==> config.mk <==
export PLATFORM = sky130hd
export DESIGN_NAME = stage_sequencer
export DESIGN_NICKNAME = d
export VERILOG_FILES = /design/src/rtl/stage_sequencer.sv
export SDC_FILE = /design/constraint.sdc
export NUM_CORES = 1
export LEC_CHECK = 0
export BUFFER_PORTS_ARGS = -buffer_cell sky130_fd_sc_hd__buf_4
export CAP_MARGIN = 20
export CORE_UTILIZATION = 55
export DETAILED_ROUTE_END_ITERATION = 7
export GPL_ROUTABILITY_DRIVEN = 0
export PLACE_DENSITY = 0.9
export SLEW_MARGIN = 20
export SYNTH_ARGS = -nofsm -noshare
export SYNTH_HDL_FRONTEND = slang
export SYNTH_SLANG_ARGS = --single-unit
==> constraint.sdc <==
create_clock -name clk -period 6.06 [get_ports clk]
set_clock_uncertainty 0.05 [all_clocks]
set_input_delay 1.818 -clock clk [delete_from_list [all_inputs] [get_ports clk]]
set_output_delay 1.818 -clock clk [all_outputs]
set_load 0.01 [all_outputs]
==> src/rtl/stage_sequencer.sv <==
// stage_sequencer: stage-code generator, program-memory loader and run control.
// Loads words from a host stream, then cycles FETCH/DECODE/EXECUTE under halt/step/resume/reload.
module stage_sequencer #(
    parameter int ADDR_W = 8,
    parameter int IW     = 12,
    parameter int CNT_W  = 16
) (
    input  logic              clk,
    input  logic              rst,
    input  logic              ld_valid,
    input  logic [IW-1:0]     ld_data,
    input  logic              ld_last,
    output logic              ld_ready,
    input  logic              halt_req,
    input  logic              resume,
    input  logic              step,
    input  logic              reload,
    output logic [1:0]        stage,
    output logic              cpu_en,
    output logic [ADDR_W-1:0] ld_addr,
    output logic [IW-1:0]     ld_word,
    output logic              pc_clr,
    output logic              halted,
    output logic [ADDR_W:0]   loaded_words,
    output logic [CNT_W-1:0]  instr_cnt
);
    typedef enum logic [2:0] {LOAD, FETCH, DECODE, EXECUTE, HALT} state_t;

    state_t state;
    logic   fin_pend;
    logic   step_mode;
    logic   accept;
    logic   final_word;

    assign accept     = ld_valid && ld_ready;
    // the accept that fills the last address is final even without ld_last
    assign final_word = ld_last || (&loaded_words[ADDR_W-1:0]);
    assign stage      = state == HALT ? 2'b01 : state[1:0];
    assign cpu_en     = state != HALT;
    assign halted     = state == HALT;

    always_ff @(posedge clk or negedge rst) begin
        if (!rst) begin
            state        <= LOAD;
            ld_ready     <= 1'b0;
            ld_addr      <= '0;
            ld_word      <= '0;
            loaded_words <= '0;
            instr_cnt    <= '0;
            pc_clr       <= 1'b0;
            fin_pend     <= 1'b0;
            step_mode    <= 1'b0;
        end else begin
            pc_clr <= 1'b0;
            case (state)
                LOAD: begin
                    if (fin_pend) begin
                        state    <= FETCH;
                        pc_clr   <= 1'b1;
                        fin_pend <= 1'b0;
                    end else if (accept) begin
                        ld_addr      <= loaded_words[ADDR_W-1:0];
                        ld_word      <= ld_data;
                        loaded_words <= loaded_words + (ADDR_W+1)'(1);
                        fin_pend     <= final_word;
                        ld_ready     <= !final_word;
                    end else begin
                        ld_ready <= 1'b1;
                    end
                end
                FETCH:   state <= DECODE;
                DECODE:  state <= EXECUTE;
                EXECUTE: begin
                    if (!(&instr_cnt)) instr_cnt <= instr_cnt + CNT_W'(1);
                    state     <= (halt_req || step_mode) ? HALT : FETCH;
                    step_mode <= 1'b0;
                end
                HALT: begin
                    if (reload) begin
                        state        <= LOAD;
                        loaded_words <= '0;
                        ld_addr      <= '0;
                        ld_ready     <= 1'b1;
                    end else if (step) begin
                        state     <= FETCH;
                        step_mode <= 1'b1;
                    end else if (resume) begin
                        state <= FETCH;
                    end
                end
                default: state <= LOAD;
            endcase
        end
    end
endmodule
=== Yosys cells after proc, flatten, opt, wreduce, memory -nomap -nowiden ===
Index checks and enable logic that the tools add are counted.

* Add/sub/neg operators: 2
* Equality and inequality tests: 12
* Multiplexer cells: 26
* Bitwise operators: 2
* Reduce and logical (&&, ||, !) cells: 15

{| class="wikitable"
|+ Operators by type and width
! kind !! count
|-
| 9-bit two-way mux || 3
|-
| 8-bit two-way mux || 3
|-
| 9-bit case mux with 2 select lines || 1
|-
| 16-bit by 1-bit adder with 16-bit output (second input constant) || 1
|-
| 8-bit case mux with 2 select lines || 1
|-
| 16-bit AND reduction || 1
|-
| 3-bit two-way mux || 5
|-
| 3-bit case mux with 5 select lines || 1
|-
| 2-bit inequality test (second input constant) || 6
|-
| 9-bit by 1-bit adder with 9-bit output (second input constant) || 1
|-
| 1-bit two-way mux || 9
|-
| 3-bit AND reduction || 3
|-
| 8-bit AND reduction || 1
|-
| 3-bit by 2-bit equality test with 1-bit output (second input constant) || 2
|-
| 4-bit inequality test (second input constant) || 1
|-
| 1-bit case mux with 2 select lines || 2
|-
| 2-bit AND reduction || 2
|-
| 4-bit AND reduction || 1
|-
| 2-bit nonzero test || 2
|-
| 3-bit by 1-bit equality test with 1-bit output (second input constant) || 1
|-
| 3-bit equality test (second input constant) || 1
|-
| 3-bit logical NOT || 1
|-
| 3-bit inequality test (second input constant) || 1
|-
| 1-bit logical OR || 2
|-
| other kinds (4) || 5
|}

* Bits in registers: 52
* Bits of input ports: 20
* Output and inout bits: 51
* Logic and storage cells: 66

=== Longest topological paths before layout ===
Gate-level depths: netlist of the first run.

* Word-level depth: 6
* Gate-level depth with buffers: 6
* Gate-level depth less buffers: 5

=== Worst setup path after synthesis of the first run ===
Ideal clock, no wire load.

* Path kind: register to output
* From: reg state[0]
* To: out stage[0]
* Data arrival time: 1159 ps
* Required time: 4192 ps
* Setup slack: 3033 ps
* Stages on the path, launching flop included: 5
* Path buffers: 2
* Path through: dfrtp_1 > buf_6 > or3b_1 > clkbuf_1 > nand2b_1

* Longest elaborated chain between the ends: 2

{| class="wikitable"
|+ Ends and longest elaborated chain
! item !! RTL line !! text
|-
| start, declared || 29 || <nowiki>state_t state;</nowiki>
|-
| start signal, assigned || 75 || <nowiki>state <= (halt_req || step_mode) ? HALT : FETCH;</nowiki>
|-
| 3-bit equality test || 38 || <nowiki>assign stage = state == HALT ? 2'b01 : state[1:0];</nowiki>
|-
| 2-bit two-way mux (*) || 38 ||
|-
| end, declared || 18 || <nowiki>output logic [1:0] stage,</nowiki>
|}

Mark *: on every way between the ends. The rest lies on a longest branch, timed or not.

=== Final worst setup path of the first run ===
Ends and elaborated chain as after synthesis.

==> metrics.txt, run 1 <==
Post-Synthesis Cells=roughly 200; clk_lat worst skew=slightly above 0.3 ns; Hold Crit Start=ld_word[3]$_DFFE_PN0P_; hold_ws=roughly 0.44 ns; pin count of the biggest net entering global routing=53; share of the synthesized area in the top cell type=between 50 and 60%; Setup TNS Final=0 ns; Synth area leaders=dfrtp_1 54%, mux2_1 7.5%, xnor2_1 5.9%, nor4_4 3.6%, a22o_1 3.3%; metal3 WL=around 420 um; Period Utilization, post-route=56.0%; post-detailed-placement half-perimeter wirelength=around 3500 um; WP data required=approximately 4.2 ns; Starting Density=~59%; H-tree depth=2; Crit path largest cell delay=around 0.5 ns; Avg Vias per Cell=approximately 5.8; post-synth top area cell=dfrtp_1; status=finished clean; Slew @ Worst Pin=0.631 ns; diode count=0; Critical Path End Type=output pin; global route overflow=0; most used flip-flop cell after synthesis=dfrtp_1; synthesis-stage register bit count=52; Cell Area, Synth=2390 sq um; row count=23; Async SR Flop Fraction=between 90% and 100%; total core area=4090 sq um; drt wl/cell=approximately 15 um; Detailed Routing Iterations Pass 1=4; Reg clk slew, reported paths=around 0.090 ns; CTS Buf Count=5; highest routed layer=met4; vias=roughly 1800; relative slew slack=between 50 and 60%; Worst R2R Start=state[0]$_DFFE_PN0P_; Leak Pwr=1.45 nW; Tmin final=~3.4 ns; number of global-route vias before repair=approximately 1700; Worst Hold Class=register to register; PwrDens=slightly above 400 nW/um^2; Tot GR Track Use=~23%; length of routed wiring on met1=2040 um; RSZ-0062 raised after global routing=no; CP Launch Point=state[0]$_DFFE_PN0P_; CP max FO=10; nets=288; YS warnings=0; Die X=a little under 70 um; Max VDD drop=between 0.0002 and 0.0003 V; port buffer count=70; hold_buf cts=0; commonest non-fill, non-tap cell in the layout=buf_4; CTS root buffer=clkbuf_8; setup violators final=0; sequential share of the synthesized area=54.4%; routed length on met2=2340 um; TritonCTS clock tree=yes; total detailed-routing wirelength=4860 um; P&R area growth vs syn=27.5%; layout cells sized above 1=about 33%; final antenna-violating net count=0; Crit-path slowest cell=or3b_1; max-slew violations=0; max cap viols=0; most frequent cells in the layout=70 x buf_4, 52 x dfrtp_1, 16 x mux2_1, 16 x xnor2_1, 14 x nor2_1; Post-CTS Setup Inserts=0; Clock Path Buffers=2; first-pass GRT wire length=approximately 7800 um; critical-path cell list=or3b_1 > nand2b_1 > buf_4; Hold Vio Cnt, Final=0; CTS resizes=0; Crit Path Class=register to output pin; Max Fclk=between 0.2 and 0.3 GHz; First DRT Iteration DRCs=between 100 and 150; die height=approximately 68 um; crit path DAT=around 1.5 ns; Die ar.=4620 sq um; CTS sink cnt=52; Syn Area/Cell=12.1 sq um; Synth cell types=39; Residual DRC=0; Post-Syn Nets=between 200 and 250; number of synthesized flops with an enable pin=0; final core utilization=74.6%; Fillers=around 300; initial antenna violation count=0; number of top-level pins=between 70 and 80; CP Launch Type=register
logic make-up (layout without fill, tap and decap cells):
kind of cell | Yosys count | after routing | synth area share, %
AND/OR/NAND/NOR | 73 | 73 | 19.8
flip-flops | 52 | 52 | 54.4
AO/OA/AOI/OAI | 24 | 24 | 7.53
XOR/XNOR | 17 | 17 | 6.22
multiplexers | 17 | 17 | 8.00
buffers and inverters | 12 | 82 | 2.98
adder cells (fa/ha/maj) | 2 | 2 | 1.05
power breakdown:
part	switching, W	internal, W	total (W)
Combinational	0.000217	0.000230	0.000447
Clock	0.000110	0.000146	0.000256
Sequential	0.000103	0.000446	0.000549
worst max-delay path, delay by kind of cell, from the launching register on:
kind	cells	cell delay, ns
simple gates	2	0.61
flops	1	0.49
buf+inv	1	0.12
synth_stat cells (all sizes together) (4+ instances only):
library cell / count
nand4: 9
nor3: 5
dfrtp: 52
buf: 6
a22o: 9
inv: 4
nor2: 17
mux2: 17
xnor2: 16
nand3: 11
nor4: 5
nand2: 11
metrics by stage:
| step | instance area [sq um] | std cells | power (W) | worst slack, ns |
|---|---|---|---|---|
| floorplan | 2390 | 197 | 0.000814 | 3.03 |
| global placement | 2920 | 309 | 0.000984 | 2.77 |
| detailed placement | 2920 | 309 | 0.00100 | 2.71 |
| CTS | 3050 | 317 | 0.00126 | 2.66 |
| global route | 3050 | 317 | 0.00134 | 2.60 |
| finish | 3050 | 317 | 0.00125 | 2.67 |
final timing paths:
check / endpoint / slack (ns) / cells after the start
max in group asynchronous: state[1]$_DFFE_PN0P_ / 4.05 / 1
worst min register to register: ld_word[3]$_DFFE_PN0P_ / 0.44 / 1
worst max-delay path: stage[0] / 2.67 / 3
worst max register to register: loaded_words[0]$_DFFE_PN0P_ / 3.86 / 4
worst min-delay path: ld_word[3]$_DFFE_PN0P_ / 0.44 / 1
min in group asynchronous: ld_addr[5]$_DFFE_PN0P_ / 1.47 / 1
registers in the layout, summed over array words and instances (netlist names), 3 cells and up:
name,cells
instr_cnt,16
ld_addr,8
ld_word,12
loaded_words,9
state,3
routing by layer:
layer,track usage [%],up-vias
met5,0,-
met4,8.33,0
met3,8.00,11
met2,35.8,71
met1,29.7,895
li1,-,852
cell type report:
type                    count  area [sq um]  share of cell area, %
clock buffers               7          96.3                   3.16
clock inverters             1          30.0                  0.984
inverters                   4          15.0                  0.492
well taps                  50          62.6                   2.05
repair buffers             70           526                   17.2
flip-flops and latches     52          1300                   42.7
multi-input cells         133          1020                   33.4
(Power assumes the default switching activity.)
==> run 2, diff against run 1 <==
--- a/config.mk
+++ b/config.mk
@@ -7,10 +7,10 @@
 export LEC_CHECK = 0
 export BUFFER_PORTS_ARGS = -buffer_cell sky130_fd_sc_hd__buf_4
 export CAP_MARGIN = 20
-export CORE_UTILIZATION = 55
+export CORE_UTILIZATION = 46
 export DETAILED_ROUTE_END_ITERATION = 7
 export GPL_ROUTABILITY_DRIVEN = 0
-export PLACE_DENSITY = 0.9
+export PLACE_DENSITY = 0.81
 export SLEW_MARGIN = 20
 export SYNTH_ARGS = -nofsm -noshare
 export SYNTH_HDL_FRONTEND = slang
==> constraint.sdc (replaced) <==
create_clock -name clk -period 3.1 [get_ports clk]
set_clock_uncertainty 0.05 [all_clocks]
set_input_delay 0.93 -clock clk [delete_from_list [all_inputs] [get_ports clk]]
set_output_delay 0.93 -clock clk [all_outputs]
set_load 0.01 [all_outputs]
==> run 2 against run 1 <==
Compared with the run above:
- clock power is 50% higher
- sequential cell count is the same
- largest cell class unchanged
- routed wire length fell by 4.7%
- critical path type unchanged
==> metrics.txt, run 2 (synthesis gave the netlist of run 1 again) <==
row count=25; first-pass GRT wire length=~7700 um; status=finished clean; Slew @ Worst Pin=around 0.63 ns; initial antenna violation count=0; total detailed-routing wirelength=4630 um; layout cells sized above 1=32.8%; Worst R2R Start=state[0]$_DFFE_PN0P_; die height=74.1 um; Die X=around 74 um; nets=between 200 and 300; Crit-path slowest cell=or3b_1; total core area=approximately 4800 sq um; CTS root buffer=clkbuf_8; Starting Density=49.3%; crit path DAT=1.49 ns; Clock Path Buffers=2; Residual DRC=0; First DRT Iteration DRCs=90; CTS sink cnt=52; Leak Pwr=1.44 nW; Crit Path Class=register to output pin; critical-path cell list=or3b_1 > nand2b_1 > buf_4; global route overflow=0; Largest regs=instr_cnt (16), ld_word (12), loaded_words (9); max cap viols=0; PwrDens=approximately 770 nW/um^2; H-tree depth=2; max FFs per register=16; CTS resizes=0; flop2flop setup slack=between 0.9 and 1 ns; Tmin final=approximately 2.5 ns; Avg Vias per Cell=between 5 and 6; Period Utilization, post-route=between 70% and 80%; relative slew slack=58.1%; setup violators final=0; routed length on met2=2130 um; Worst Hold Class=register to register; Detailed Routing Iterations Pass 1=4; Crit path largest cell delay=0.49 ns; Die ar.=roughly 5500 sq um; Tot GR Track Use=about 18%; CP Launch Type=register; length of routed wiring on met1=around 2100 um; Reg clk slew, reported paths=about 0.080 ns; commonest non-fill, non-tap cell in the layout=buf_4; number of top-level pins=between 70 and 80; drt wl/cell=~14 um; most frequent cells in the layout=71 x buf_4, 52 x dfrtp_1, 16 x mux2_1, 16 x xnor2_1, 14 x nor2_1; CP bufs+invs=1; reg2reg path depth=4; Top Family by Delay on Critical Path=simple AND/OR/NAND/NOR gates; port buffer count=70; metal3 WL=322 um; worst hold path depth=1; number of global-route vias before repair=about 1600; WP data required=2.12 ns; Max Fclk=about 0.4 GHz; Largest Register=instr_cnt; TritonCTS clock tree=yes; final antenna-violating net count=0; Hold Vio Cnt, Final=0; CP max FO=10; Post-CTS Setup Inserts=0; diode count=0; RSZ-0062 raised after global routing=no; pin count of the biggest net entering global routing=53; vias=roughly 1800; WHS Endpoint=ld_word[5]$_DFFE_PN0P_; post-detailed-placement half-perimeter wirelength=about 3400 um; Hold Crit Start=ld_word[5]$_DFFE_PN0P_; Critical Path End Type=output pin; highest routed layer=met4; clk_lat worst skew=0.30 ns; Setup TNS Final=0 ns; Max VDD drop=between 0.0003 and 0.0004 V; worst r2r dst=loaded_words[0]$_DFFE_PN0P_; hold_buf cts=0; CTS Buf Count=5; total power=approximately 0.0023 W; max-slew violations=0; P&R area growth vs syn=27.2%
-- run 2: worst max path at each step --
stage | start | end | slack (ns) | cells past startpoint
floorplan | state[0]$_DFFE_PN0P_ | stage[0] | 0.96 | 4
global placement | ld_valid | loaded_words[0]$_DFFE_PN0P_ | 0.92 | 6
detailed placement | ld_valid | loaded_words[0]$_DFFE_PN0P_ | 0.88 | 6
CTS | state[0]$_DFFE_PN0P_ | stage[0] | 0.61 | 3
global route | state[0]$_DFFE_PN0P_ | stage[0] | 0.54 | 3
finish | state[0]$_DFFE_PN0P_ | stage[0] | 0.63 | 3
-- run 2: final cells by class --
| class | instances | area (sq um) |
|---|---|---|
| inverters | 4 | 15.0 |
| well taps | 67 | 83.8 |
| clock buffers | 8 | 90.1 |
| flip-flops and latches | 52 | 1300 |
| multi-input cells | 133 | 1020 |
| fillers | 408 | 1810 |
| repair buffers | 71 | 533 |
-- run 2: layer usage --
metal / vias to the layer above / GRT usage (%)
met2: 57 / 28.3
met4: 0 / 6.20
met3: 10 / 5.01
met5: - / 0
met1: 879 / 25.6
li1: 856 / -
-- run 2: where the power goes --
group | switching, W | internal, W | total [W]
logic | 0.000428 | 0.000455 | 0.000884
registers | 0.000192 | 0.000872 | 0.00106
clock network | 0.000202 | 0.000182 | 0.000385
-- run 2: worst reg2reg max path, delay by kind of cell, from the launching register on --
| family | cells | cell delay [ns] |
|---|---|---|
| muxes | 1 | 0.29 |
| and+or+nand+nor | 3 | 1.24 |
| DFF | 1 | 0.48 |
-- run 2: per-stage QoR --
stage	utilization, %	hold slack (ns)	cell area [sq um]	worst slack [ns]	std cells
CTS	62.8	0.445	3040	0.614	335
finish	62.8	0.441	3040	0.629	335
detailed placement	60.9	0.426	2950	0.884	327
global route	62.8	0.463	3040	0.536	335
global placement	60.9	0.418	2950	0.921	327
floorplan	-	0.413	2390	0.961	197
